===== src/rtl/regf_arbiter.sv =====
// Three-way arbiter for the single access port of the picoVersat register file.
// Host has fixed priority, core/PS2 alternate, and a wait counter keeps long host dumps from starving them.
module regf_arbiter #(
    parameter int ADDR_W   = 4,
    parameter int DATA_W   = 32,
    parameter int MAX_WAIT = 8
) (
    input  logic              clk,
    input  logic              rst,

    input  logic              h_req,
    input  logic              h_we,
    input  logic [ADDR_W-1:0] h_addr,
    input  logic [DATA_W-1:0] h_wdata,
    input  logic              h_lock,
    output logic              h_gnt,
    output logic [DATA_W-1:0] h_rdata,
    output logic              h_rvalid,

    input  logic              c_req,
    input  logic              c_we,
    input  logic [ADDR_W-1:0] c_addr,
    input  logic [DATA_W-1:0] c_wdata,
    output logic              c_gnt,
    output logic [DATA_W-1:0] c_rdata,
    output logic              c_rvalid,

    input  logic              p_req,
    input  logic              p_we,
    input  logic [ADDR_W-1:0] p_addr,
    input  logic [DATA_W-1:0] p_wdata,
    output logic              p_gnt,
    output logic [DATA_W-1:0] p_rdata,
    output logic              p_rvalid,

    output logic              rf_we,
    output logic [ADDR_W-1:0] rf_addr,
    output logic [DATA_W-1:0] rf_wdata,
    input  logic [DATA_W-1:0] rf_rdata,

    output logic              starve_ovr
);

    // Handshake: *_req is the valid; the requester holds req/we/addr/wdata
    // stable until *_gnt (the ready) is seen high in the same cycle. A grant
    // completes the access at the closing edge; reads answer with *_rvalid
    // for exactly one cycle afterwards. No backpressure on rvalid.

    typedef enum logic {
        RR_CORE = 1'b0,
        RR_PS2  = 1'b1
    } rr_t;

    localparam logic [7:0] WAIT_LIMIT = 8'(MAX_WAIT);
    localparam logic [7:0] WAIT_SAT   = 8'hFF;

    rr_t        rr_q;
    rr_t        rr_d;
    logic [7:0] wait_c_q;
    logic [7:0] wait_c_d;
    logic [7:0] wait_p_q;
    logic [7:0] wait_p_d;
    logic       ovr_c;
    logic       ovr_p;

    // Grant decision; everything is masked while rst is high so no write can leak out.
    always_comb begin
        h_gnt      = 1'b0;
        c_gnt      = 1'b0;
        p_gnt      = 1'b0;
        starve_ovr = 1'b0;
        ovr_c      = c_req && (wait_c_q >= WAIT_LIMIT);
        ovr_p      = p_req && (wait_p_q >= WAIT_LIMIT);
        if (!rst) begin
            if (ovr_c || ovr_p) begin
                starve_ovr = 1'b1;
                if (ovr_c && ovr_p) begin
                    if (rr_q == RR_PS2) c_gnt = 1'b1;
                    else                p_gnt = 1'b1;
                end else if (ovr_c) begin
                    c_gnt = 1'b1;
                end else begin
                    p_gnt = 1'b1;
                end
            end else if (h_req) begin
                h_gnt = 1'b1;
            end else if (!h_lock) begin
                if (c_req && (!p_req || rr_q == RR_PS2)) c_gnt = 1'b1;
                else if (p_req)                          p_gnt = 1'b1;
            end
        end
    end

    always_comb begin
        rf_we    = 1'b0;
        rf_addr  = '0;
        rf_wdata = '0;
        if (h_gnt) begin
            rf_we    = h_we;
            rf_addr  = h_addr;
            rf_wdata = h_wdata;
        end else if (c_gnt) begin
            rf_we    = c_we;
            rf_addr  = c_addr;
            rf_wdata = c_wdata;
        end else if (p_gnt) begin
            rf_we    = p_we;
            rf_addr  = p_addr;
            rf_wdata = p_wdata;
        end
    end

    // Round-robin pointer and starvation counters: next-state logic.
    always_comb begin
        rr_d = rr_q;
        if (c_gnt)      rr_d = RR_CORE;
        else if (p_gnt) rr_d = RR_PS2;

        wait_c_d = 8'd0;
        if (c_req && !c_gnt) begin
            wait_c_d = (wait_c_q == WAIT_SAT) ? wait_c_q : wait_c_q + 8'd1;
        end

        wait_p_d = 8'd0;
        if (p_req && !p_gnt) begin
            wait_p_d = (wait_p_q == WAIT_SAT) ? wait_p_q : wait_p_q + 8'd1;
        end
    end

    // Reset leaves PS2 as last winner so the core takes the first tie.
    always_ff @(posedge clk or posedge rst) begin
        if (rst) begin
            rr_q     <= RR_PS2;
            wait_c_q <= 8'd0;
            wait_p_q <= 8'd0;
        end else begin
            rr_q     <= rr_d;
            wait_c_q <= wait_c_d;
            wait_p_q <= wait_p_d;
        end
    end

    always_ff @(posedge clk or posedge rst) begin
        if (rst) begin
            h_rvalid <= 1'b0;
            c_rvalid <= 1'b0;
            p_rvalid <= 1'b0;
            h_rdata  <= '0;
            c_rdata  <= '0;
            p_rdata  <= '0;
        end else begin
            h_rvalid <= h_gnt && !h_we;
            c_rvalid <= c_gnt && !c_we;
            p_rvalid <= p_gnt && !p_we;
            if (h_gnt && !h_we) h_rdata <= rf_rdata;
            if (c_gnt && !c_we) c_rdata <= rf_rdata;
            if (p_gnt && !p_we) p_rdata <= rf_rdata;
        end
    end

endmodule


===== config.mk =====
export PLATFORM = sky130hd
export DESIGN_NAME = regf_arbiter
export DESIGN_NICKNAME = d
export VERILOG_FILES = /design/src/rtl/regf_arbiter.sv
export SDC_FILE = /design/constraint.sdc
export NUM_CORES = 1
export LEC_CHECK = 0
export ABC_CLOCK_PERIOD_IN_PS = 12800
export BUFFER_PORTS_ARGS = -buffer_cell sky130_fd_sc_hd__buf_4
export CORE_AREA = 5 5 124 126
export DETAILED_ROUTE_END_ITERATION = 8
export DIE_AREA = 0 0 129 131
export PLACE_DENSITY = 0.71
export SYNTH_ARGS = -nofsm -noshare
export SYNTH_HDL_FRONTEND = slang
export SYNTH_SLANG_ARGS = --single-unit

===== constraint.sdc =====
create_clock -name clk -period 12.8 [get_ports clk]
set_input_delay 1.28 -clock clk [delete_from_list [all_inputs] [get_ports clk]]
set_output_delay 1.28 -clock clk [all_outputs]
set_load 0.03 [all_outputs]

# --- Word-level counts from Yosys, hierarchy flattened ---
# Cells that the tools add are included.
op_classes:
  add_sub_neg: 2
  magnitude_cmp: 2
  eq_ne: 4
  n_mux: 37
  reduce_logical: 18
op_table:
  columns: ["op", "count"]
  rows:
  - ["32-bit 2-to-1 mux", 3]
  - ["8-bit 2-to-1 mux", 4]
  - ["1-bit 2-to-1 mux", 27]
  - ["8-bit by 1-bit adder with 8-bit output (second input constant)", 2]
  - ["8-bit equality test (second input constant)", 2]
  - ["8-bit by 4-bit greater-or-equal comparator with 1-bit output (second input constant)", 2]
  - ["4-bit 2-to-1 mux", 3]
  - ["1-bit logical AND", 9]
  - ["1-bit logical NOT", 6]
  - ["2-bit inequality test (second input constant)", 2]
  - ["1-bit logical OR", 2]
  - ["2-bit nonzero test", 1]
word_totals:
  ff_bits: 116
  inputBits: 149
  out_inout_bits: 140
  wordCells: 72

# --- Logic depth before layout (Yosys ltp) ---
# Gate-level depths: netlist of the first run.
depth:
  depth_word: 11
  ltp_mapped: 7
  ltp_nobuf: 6

# --- Worst setup path before layout of the first run ---
# No wires, ideal clock.
synth_path:
  path_type: "input to output"
  from: "input port rst"
  to: "output port rf_addr[2]"
  arrival_ns: 5.640
  slack_ns: 5.880
  stages: 4
  n_path_buf: 1
  path_cell_list: "inv_1 > clkbuf_1 > a32o_1 > a21o_1"
synth_via:
  elab_chain_cells: 4
  elab_cells_between_ends: 6
  cone_classes: "6 x mux"
synth_rtl:
  columns: ["element", "line_no", "text"]
  rows:
  - ["from (decl)", "9", "input logic rst,"]
  - ["1-bit 2-to-1 mux", "74", "if (!rst) begin"]
  - ["4-bit 2-to-1 mux", "106", "end else if (p_gnt) begin"]
  - ["4-bit 2-to-1 mux", "102", "end else if (c_gnt) begin"]
  - ["4-bit 2-to-1 mux *", "98", "if (h_gnt) begin"]
  - ["to (decl)", "37", "output logic [ADDR_W-1:0] rf_addr,"]
# Mark *: on every way between the ends. The rest lies on a longest branch, timed or not.

# --- Worst setup path after layout of the first run ---
layout_path:
  from: "input port rst"
  to: "output port c_gnt"
layout_via:
  elab_chain_cells: 1
layout_rtl:
  columns: ["element", "line_no", "text"]
  rows:
  - ["1-bit 2-to-1 mux", "74", null]
  - ["to (decl)", "24", "output logic c_gnt,"]
# No other way between the ends.

==> PnR_summary.wiki, run 1 <==
{| class="wikitable"
! Metric !! Value
|-
| P per Cell Area || around 180 mW/mm^2
|-
| Share of flip-flops with an asynchronous set or reset || 1.00
|-
| Routed Antenna Nets || 0
|-
| R2R Path Start || wait_c_q[4]$_DFFE_PP0P_
|-
| Setup repair after global routing missed its margin || no
|-
| Die extent in y || between 100 and 150 um
|-
| Top area cells in the synthesized netlist || dfrtp_1 (52%), mux2_2 (14%), mux2_4 (8.2%)
|-
| Starting Density || 0.387
|-
| Slew HR || 0.268
|-
| Worst hold slack across all endpoints || 0.506 ns
|-
| Buffer levels on the longest clock path || 2
|-
| Worst voltage drop across the vdd grid || approximately 0.095 mV
|-
| # H-tree levels || 4
|-
| Post-CTS Setup Repair Bufs || 0
|-
| Achievable frequency || 0.206 GHz
|-
| Post-route setup slack || ~8 ns
|-
| Post-synthesis instance total || 421
|-
| Half-perimeter wire length after placement || approximately 14 mm
|-
| Top_reg_cell synth || dfrtp_1
|-
| Ordered cell list for the critical path || buf_4, inv_6, buf_4, nand2_1, inv_1, buf_4
|-
| Count of instances resized after the clock tree is built || 0
|-
| Crit. Startpoint || rst
|-
| CTS root buffer || clkbuf_16
|-
| Number of top-level pins || between 200 and 300
|-
| Number of inserted diodes || 0
|-
| Placement Rows || 44
|-
| Warnings from Yosys || 0
|-
| Final Cell Area || ~0.0084 mm^2
|-
| Total of hold buffers inserted after clock tree synthesis || 0
|-
| Core footprint || roughly 0.014 mm^2
|-
| Post-placement setup slack || ~7.9 ns
|-
| Final-stage net count || 855
|-
| Global-route wire length before repair || about 26 mm
|-
| Signed area change from the synthesized netlist to the final layout || 52.7%
|-
| Via count || 4714
|-
| Total cell area at the placement stage || between 0.007 and 0.008 mm^2
|-
| Insertion delay of the later-clocked pin in the worst-skew pair || between 0.4 and 0.5 ns
|-
| Overall die area || between 0.015 and 0.02 mm^2
|-
| Wire length per cell after detailed routing || 20.0 um
|-
| GRT Resource Usage Total || 0.203
|-
| Maximum number of pins on one net before global-route repair || between 80 and 90
|-
| Register bit total from synthesis || approximately 120
|-
| Path class of the lowest-slack min-delay path || flop to flop
|-
| Total of buffers placed on input and output ports || 288
|-
| Kind of critical path || primary input to primary output
|-
| Result of the run || finished, final reports clean
|-
| Hold violation count in the final report || 0
|-
| Antenna violations before repair || 0
|-
| Critical Path RT || around 12 ns
|-
| Detailed-router iteration count before antenna repair || 4
|-
| DRC marker count from the first detailed-route iteration || 218
|-
| Final setup vio count || 0
|-
| DIE WIDTH || 129 um
|-
| Post-Synthesis Net Count || 574
|-
| Per-instance average area after synthesis || 13.1 um^2
|-
| Cell Area, Synth || approximately 0.0055 mm^2
|-
| Highest net fanout along the worst path || 85
|-
| Number of sinks on the clock net || roughly 120
|-
| Library cell with the largest summed area after synthesis || dfrtp_1
|-
| Via count of the first global-routing pass || 4794
|-
| Library cell contributing the largest single delay on the critical path || buf_4
|-
| Count of unresolved DRC violations after routing || 0
|-
| Weighted congestion reported at the end of routability-driven placement || approximately 0.84
|-
| CP dominant cell by count || buf_4
|-
| Max Slew Vio Count || 0
|-
| GR Overflow Total || 0
|-
| Count of distinct cell types in the synthesized netlist || 40
|-
| MaxCap Viol Count || 0
|-
| Longest individual stage delay on the worst path || ~0.84 ns
|-
| Worst-margin pin slew || 1.10 ns
|-
| Clock slew seen by the registers of the worst setup and hold paths || 0.06 ns
|-
| TritonCTS buffer count || 17
|-
| Routed Wire Length || 18.0 mm
|-
| Fill count || 1168
|-
| CP Capture Type || primary output
|-
| Share of the clock period used by the worst path after layout || 0.379
|-
| Total negative setup slack || 0 ns
|-
| Clock tree from TritonCTS || done
|-
| Worst-case clock skew || between 0.007 and 0.008 ns
|-
| Overall power of the completed layout || around 0.0015 W
|-
| Critical hold path startpoint || h_rdata[26]$_DFFE_PP0P_
|-
| Shortest clock period the worst path allows after layout || between 4 and 5 ns
|-
| Fraction of the yosys area taken by sequential cells || 0.528
|-
| EDFF count, synth || 0
|-
| Ratio of cells with drive above 1 in the final layout || 0.603
|-
| Startpoint kind of the worst setup timing path || primary input
|-
| LEAKAGE || 4.44 nW
|-
| Share of the synthesized area in the top cell type || 0.523
|-
| Arr. time, crit path || 3.57 ns
|-
| Average via count per standard cell || about 5.2
|}
## worst max-delay path: cells and delay by family
family / cells / cell delay [ns]
AND/OR/NAND/NOR: 1 / 0.37
buffers and inverters: 5 / 1.81
## flip-flops by register name, summed over array words and instances (netlist names)
name,count
p_rvalid,1
wait_p_q,8
c_rvalid,1
rr_q,1
wait_c_q,8
h_rdata,32
p_rdata,32
c_rdata,32
h_rvalid,1
## routing by layer
metal | GRT usage | share of wire | wire, um | vias to the layer above
li1 | - | - | - | 2148
met1 | 0.238 | 0.38 | 6930 | 2315
met2 | 0.359 | 0.51 | 9160 | 231
met3 | 0.0634 | 0.094 | 1690 | 20
met4 | 0.0587 | 0.014 | 251 | 0
met5 | 0 | 0 | 0 | -
## worst paths after layout
path / to / slack [ns] / cells past startpoint
hold / removal: h_rdata[26]$_DFFE_PP0P_ / 0.51 / 1
min in group asynchronous: wait_c_q[5]$_DFFE_PP0P_ / 0.98 / 2
hold reg to reg: h_rdata[26]$_DFFE_PP0P_ / 0.51 / 1
setup reg to reg: h_rdata[8]$_DFFE_PP0P_ / 9.40 / 6
max in group asynchronous: wait_p_q[7]$_DFFE_PP0P_ / 10.40 / 3
setup / recovery: c_gnt / 7.95 / 6
## power by group
group          internal (W)  switching, W  total, W
Combinational      0.000228      0.000285  0.000513
Sequential         0.000451     0.0000518  0.000503
Clock              0.000291      0.000179  0.000470
## cells in the mapped netlist, types with 6 or more instances
library cell and n:
a21o_1 23, a221o_1 15, a32o_1 22, and3_1 25, buf_2 10, clkbuf_1 15
dfrtp_1 115, inv_1 8, mux2_2 68, mux2_4 30, nand2_1 6, nand3_1 12
nor2_1 16
## logic make-up after synthesis
| kind of cell | Yosys count | share of synthesized area |
|---|---|---|
| multiplexers | 100 | 0.225 |
| AND/OR/NAND/NOR | 74 | 0.0721 |
| XOR/XNOR | 6 | 0.00955 |
| adder cells (fa/ha/maj) | 4 | 0.00910 |
| buffers and inverters | 39 | 0.0330 |
| flip-flops | 116 | 0.528 |
| AO/OA/AOI/OAI | 82 | 0.124 |
## per-stage QoR
stage               utilization  instances
floorplan                     -        421
global placement          0.550        867
detailed placement        0.550        867
CTS                       0.592        899
global route              0.592        899
finish                    0.592        899
## layout by cell type, fill, tap and decap left out, types with 3 or more instances in the layout
| cell | count |
|---|---|
| o21ai_0 | 5 |
| o21a_1 | 3 |
| nand2_1 | 6 |
| clkbuf_16 | 17 |
| a32o_1 | 22 |
| inv_1 | 7 |
| a21oi_1 | 5 |
| buf_4 | 293 |
| a221o_1 | 15 |
| dfrtp_1 | 115 |
| a21o_1 | 23 |
| mux2_2 | 68 |
| ha_1 | 4 |
| mux2_4 | 30 |
| nor2_1 | 15 |
| nand3_1 | 12 |
| and3_1 | 25 |
| inv_6 | 6 |
| nor3_1 | 3 |
| xnor2_1 | 4 |
| clkinv_4 | 4 |
## layout make-up
cell class | instances | area (um^2) | area share
inverters | 8 | 35.0 | 0.00417
clock buffers | 17 | 425 | 0.0506
clock inverters | 15 | 170 | 0.0202
multi-input cells | 266 | 2440 | 0.290
flip-flops and latches | 116 | 2900 | 0.346
repair buffers | 293 | 2200 | 0.262
well taps | 184 | 230 | 0.0274
No activity file was read; power rests on OpenSTA's default activity.
==> run 2: changes to the inputs <==
--- a/config.mk
+++ b/config.mk
@@ -5,12 +5,12 @@
 export SDC_FILE = /design/constraint.sdc
 export NUM_CORES = 1
 export LEC_CHECK = 0
-export ABC_CLOCK_PERIOD_IN_PS = 12800
+export ABC_CLOCK_PERIOD_IN_PS = 4200
 export BUFFER_PORTS_ARGS = -buffer_cell sky130_fd_sc_hd__buf_4
 export CORE_AREA = 5 5 124 126
 export DETAILED_ROUTE_END_ITERATION = 8
 export DIE_AREA = 0 0 129 131
-export PLACE_DENSITY = 0.71
+export PLACE_DENSITY = 0.74
 export SYNTH_ARGS = -nofsm -noshare
 export SYNTH_HDL_FRONTEND = slang
 export SYNTH_SLANG_ARGS = --single-unit
==> constraint.sdc (replaced) <==
create_clock -name clk -period 4.2 [get_ports clk]
set_input_delay 0.42 -clock clk [delete_from_list [all_inputs] [get_ports clk]]
set_output_delay 0.42 -clock clk [all_outputs]
set_load 0.03 [all_outputs]
==> run 2 against run 1 <==
  * Global-route usage grew 0.51 points
  * Cell count is 0.22% higher
  * Wire length fell by 0.20%
  * Die area unchanged
  * Critical path type is now flop to primary output
  * Largest cell class unchanged
  * Largest power group unchanged
  * Highest routed layer unchanged
==> PnR_summary.wiki, run 2 (synthesis gave the netlist of run 1 again) <==
{| class="wikitable"
! Metric !! Value
|-
| CTS root buffer || clkbuf_16
|-
| Final core utilization || 0.595
|-
| Signed area change from the synthesized netlist to the final layout || 53.7%
|-
| Total of buffers placed on input and output ports || between 200 and 300
|-
| Via count of the first global-routing pass || about 5000
|-
| Number of top-level pins || around 290
|-
| Highest net fanout along the worst path || 39
|-
| DIE WIDTH || 129 um
|-
| Number of sinks on the clock net || 116
|-
| Wire length per cell after detailed routing || roughly 20 um
|-
| Result of the run || finished, final reports clean
|-
| Worst-margin pin slew || around 1.1 ns
|-
| Total of hold buffers inserted after clock tree synthesis || 0
|-
| Clock tree from TritonCTS || done
|-
| Leading cell types in the layout, fill and taps excluded || buf_4 (294), dfrtp_1 (115), mux2_2 (68)
|-
| Overall die area || roughly 0.017 mm^2
|-
| Peak-usage layer in the global routing report || met2
|-
| Post-route setup slack || ~1.0 ns
|-
| Global-route wire length before repair || 27.2 mm
|-
| Insertion delay of the later-clocked pin in the worst-skew pair || around 0.40 ns
|-
| Worst voltage drop across the vdd grid || between 0.2 and 0.3 mV
|-
| Share of the clock period used by the worst path after layout || 0.752
|-
| Post-placement setup slack || about 1.2 ns
|-
| Worst-case clock skew || between 0.008 and 0.009 ns
|-
| Via count || ~4800
|-
| Count of unresolved DRC violations after routing || 0
|-
| Buffer levels on the longest clock path || 2
|-
| Routed Antenna Nets || 0
|-
| CP Capture Type || primary output
|-
| Final setup vio count || 0
|-
| GRT Resource Usage Total || 0.208
|-
| Antenna violations before repair || 1
|-
| Ratio of cells with drive above 1 in the final layout || 0.603
|-
| Kind of critical path || flop to primary output
|-
| Maximum number of pins on one net before global-route repair || 86
|-
| Total negative setup slack || 0 ns
|-
| Setup repair after global routing missed its margin || no
|-
| # H-tree levels || 4
|-
| Weighted congestion reported at the end of routability-driven placement || about 0.99
|-
| Depth of the worst register-to-register path || 6
|-
| Slew HR || 0.265
|-
| P per Cell Area || between 500 and 600 mW/mm^2
|-
| Top flop regs || c_rdata (32), h_rdata (32), p_rdata (32)
|-
| Final-stage net count || about 860
|-
| Max Slew Vio Count || 0
|-
| Count of instances resized after the clock tree is built || 0
|-
| Global-route met1 utilization || 0.232
|-
| Placed insts || between 800 and 900
|-
| DRC marker count from the first detailed-route iteration || 200
|-
| LEAKAGE || between 4 and 5 nW
|-
| Average via count per standard cell || approximately 5.3
|-
| Shortest clock period the worst path allows after layout || about 3.2 ns
|-
| Arr. time, crit path || roughly 2.7 ns
|-
| Startpoint kind of the worst setup timing path || flop
|-
| GR Overflow Total || 0
|-
| Global-route met3 utilization || 0.0654
|-
| Routed Wire Length || around 18 mm
|-
| Starting Density || 0.387
|-
| Core footprint || about 0.014 mm^2
|-
| Half-perimeter wire length after placement || between 10 and 15 mm
|-
| TritonCTS buffer count || 17
|-
| Placement Rows || between 40 and 50
|-
| Hold violation count in the final report || 0
|-
| Achievable frequency || approximately 0.32 GHz
|-
| Die extent in y || ~130 um
|-
| Critical Path RT || 3.78 ns
|-
| Detailed-router iteration count before antenna repair || 4
|-
| Clock slew seen by the registers of the worst setup and hold paths || around 0.060 ns
|-
| MaxCap Viol Count || 0
|-
| Final standard cell count with taps included and fillers excluded || ~900
|-
| Most frequent standard cell in the layout excluding fill and tap cells || buf_4
|-
| Met2 Usage GRT || 0.377
|-
| Path class of the lowest-slack min-delay path || primary input to asynchronous set/reset pin
|-
| Post-CTS Setup Repair Bufs || 0
|}
run 2: report_power, final:
group          switching, W  internal (W)  leakage (nW)
clock              0.000541       0.00101         0.312
combinational      0.000867      0.000694          2.72
sequential         0.000164       0.00137          1.44
total               0.00157       0.00308          4.47
run 2: area by class of cell:
| type | count | area [um^2] |
|---|---|---|
| antenna | 1 | 2.50 |
| clock buffer | 17 | 425 |
| clock inverter | 15 | 218 |
| fill | 1137 | 5750 |
| inverter | 8 | 35.0 |
| multi-input combinational | 266 | 2430 |
| sequential | 116 | 2900 |
| tap | 184 | 230 |
| timing repair buffer | 294 | 2210 |
run 2: metrics by stage:
step / total power, W / area (um^2) / hold WS (ns)
after floorplan: 0.00243 / 5500 / 0.516
after global placement: 0.00308 / 7810 / 0.489
after detailed placement: 0.00312 / 7810 / 0.493
after CTS: 0.00470 / 8450 / 0.105
after global routing: 0.00483 / 8460 / 0.135
final: 0.00465 / 8460 / 0.104
run 2: routing by layer:
metal	wire [um]	part of all wire
met5	0	0
met4	396	0.022
met3	1480	0.082
met2	9370	0.52
met1	6740	0.37
run 2: final timing paths:
kind	startpoint	slack (ns)	endpoint
max reg2reg	wait_c_q[4]$_DFFE_PP0P_	1.21	p_rdata[31]$_DFFE_PP0P_
min in group clk	rf_rdata[0]	0.27	p_rdata[0]$_DFFE_PP0P_
min reg2reg	c_rdata[21]$_DFFE_PP0P_	0.51	c_rdata[21]$_DFFE_PP0P_
max in group asynchronous	rst	2.66	h_rdata[22]$_DFFE_PP0P_
min	rst	0.10	wait_c_q[5]$_DFFE_PP0P_
max	wait_c_q[4]$_DFFE_PP0P_	1.04	rf_wdata[9]
run 2: worst max-delay path: stages, from the launching register on:
cell     delay [ns]
dfrtp_1        0.41
or4_1          0.55
o21a_1         0.23
o21a_1         0.23
nor2_2         0.09
buf_4          0.37
a221o_1        0.28
buf_4          0.18
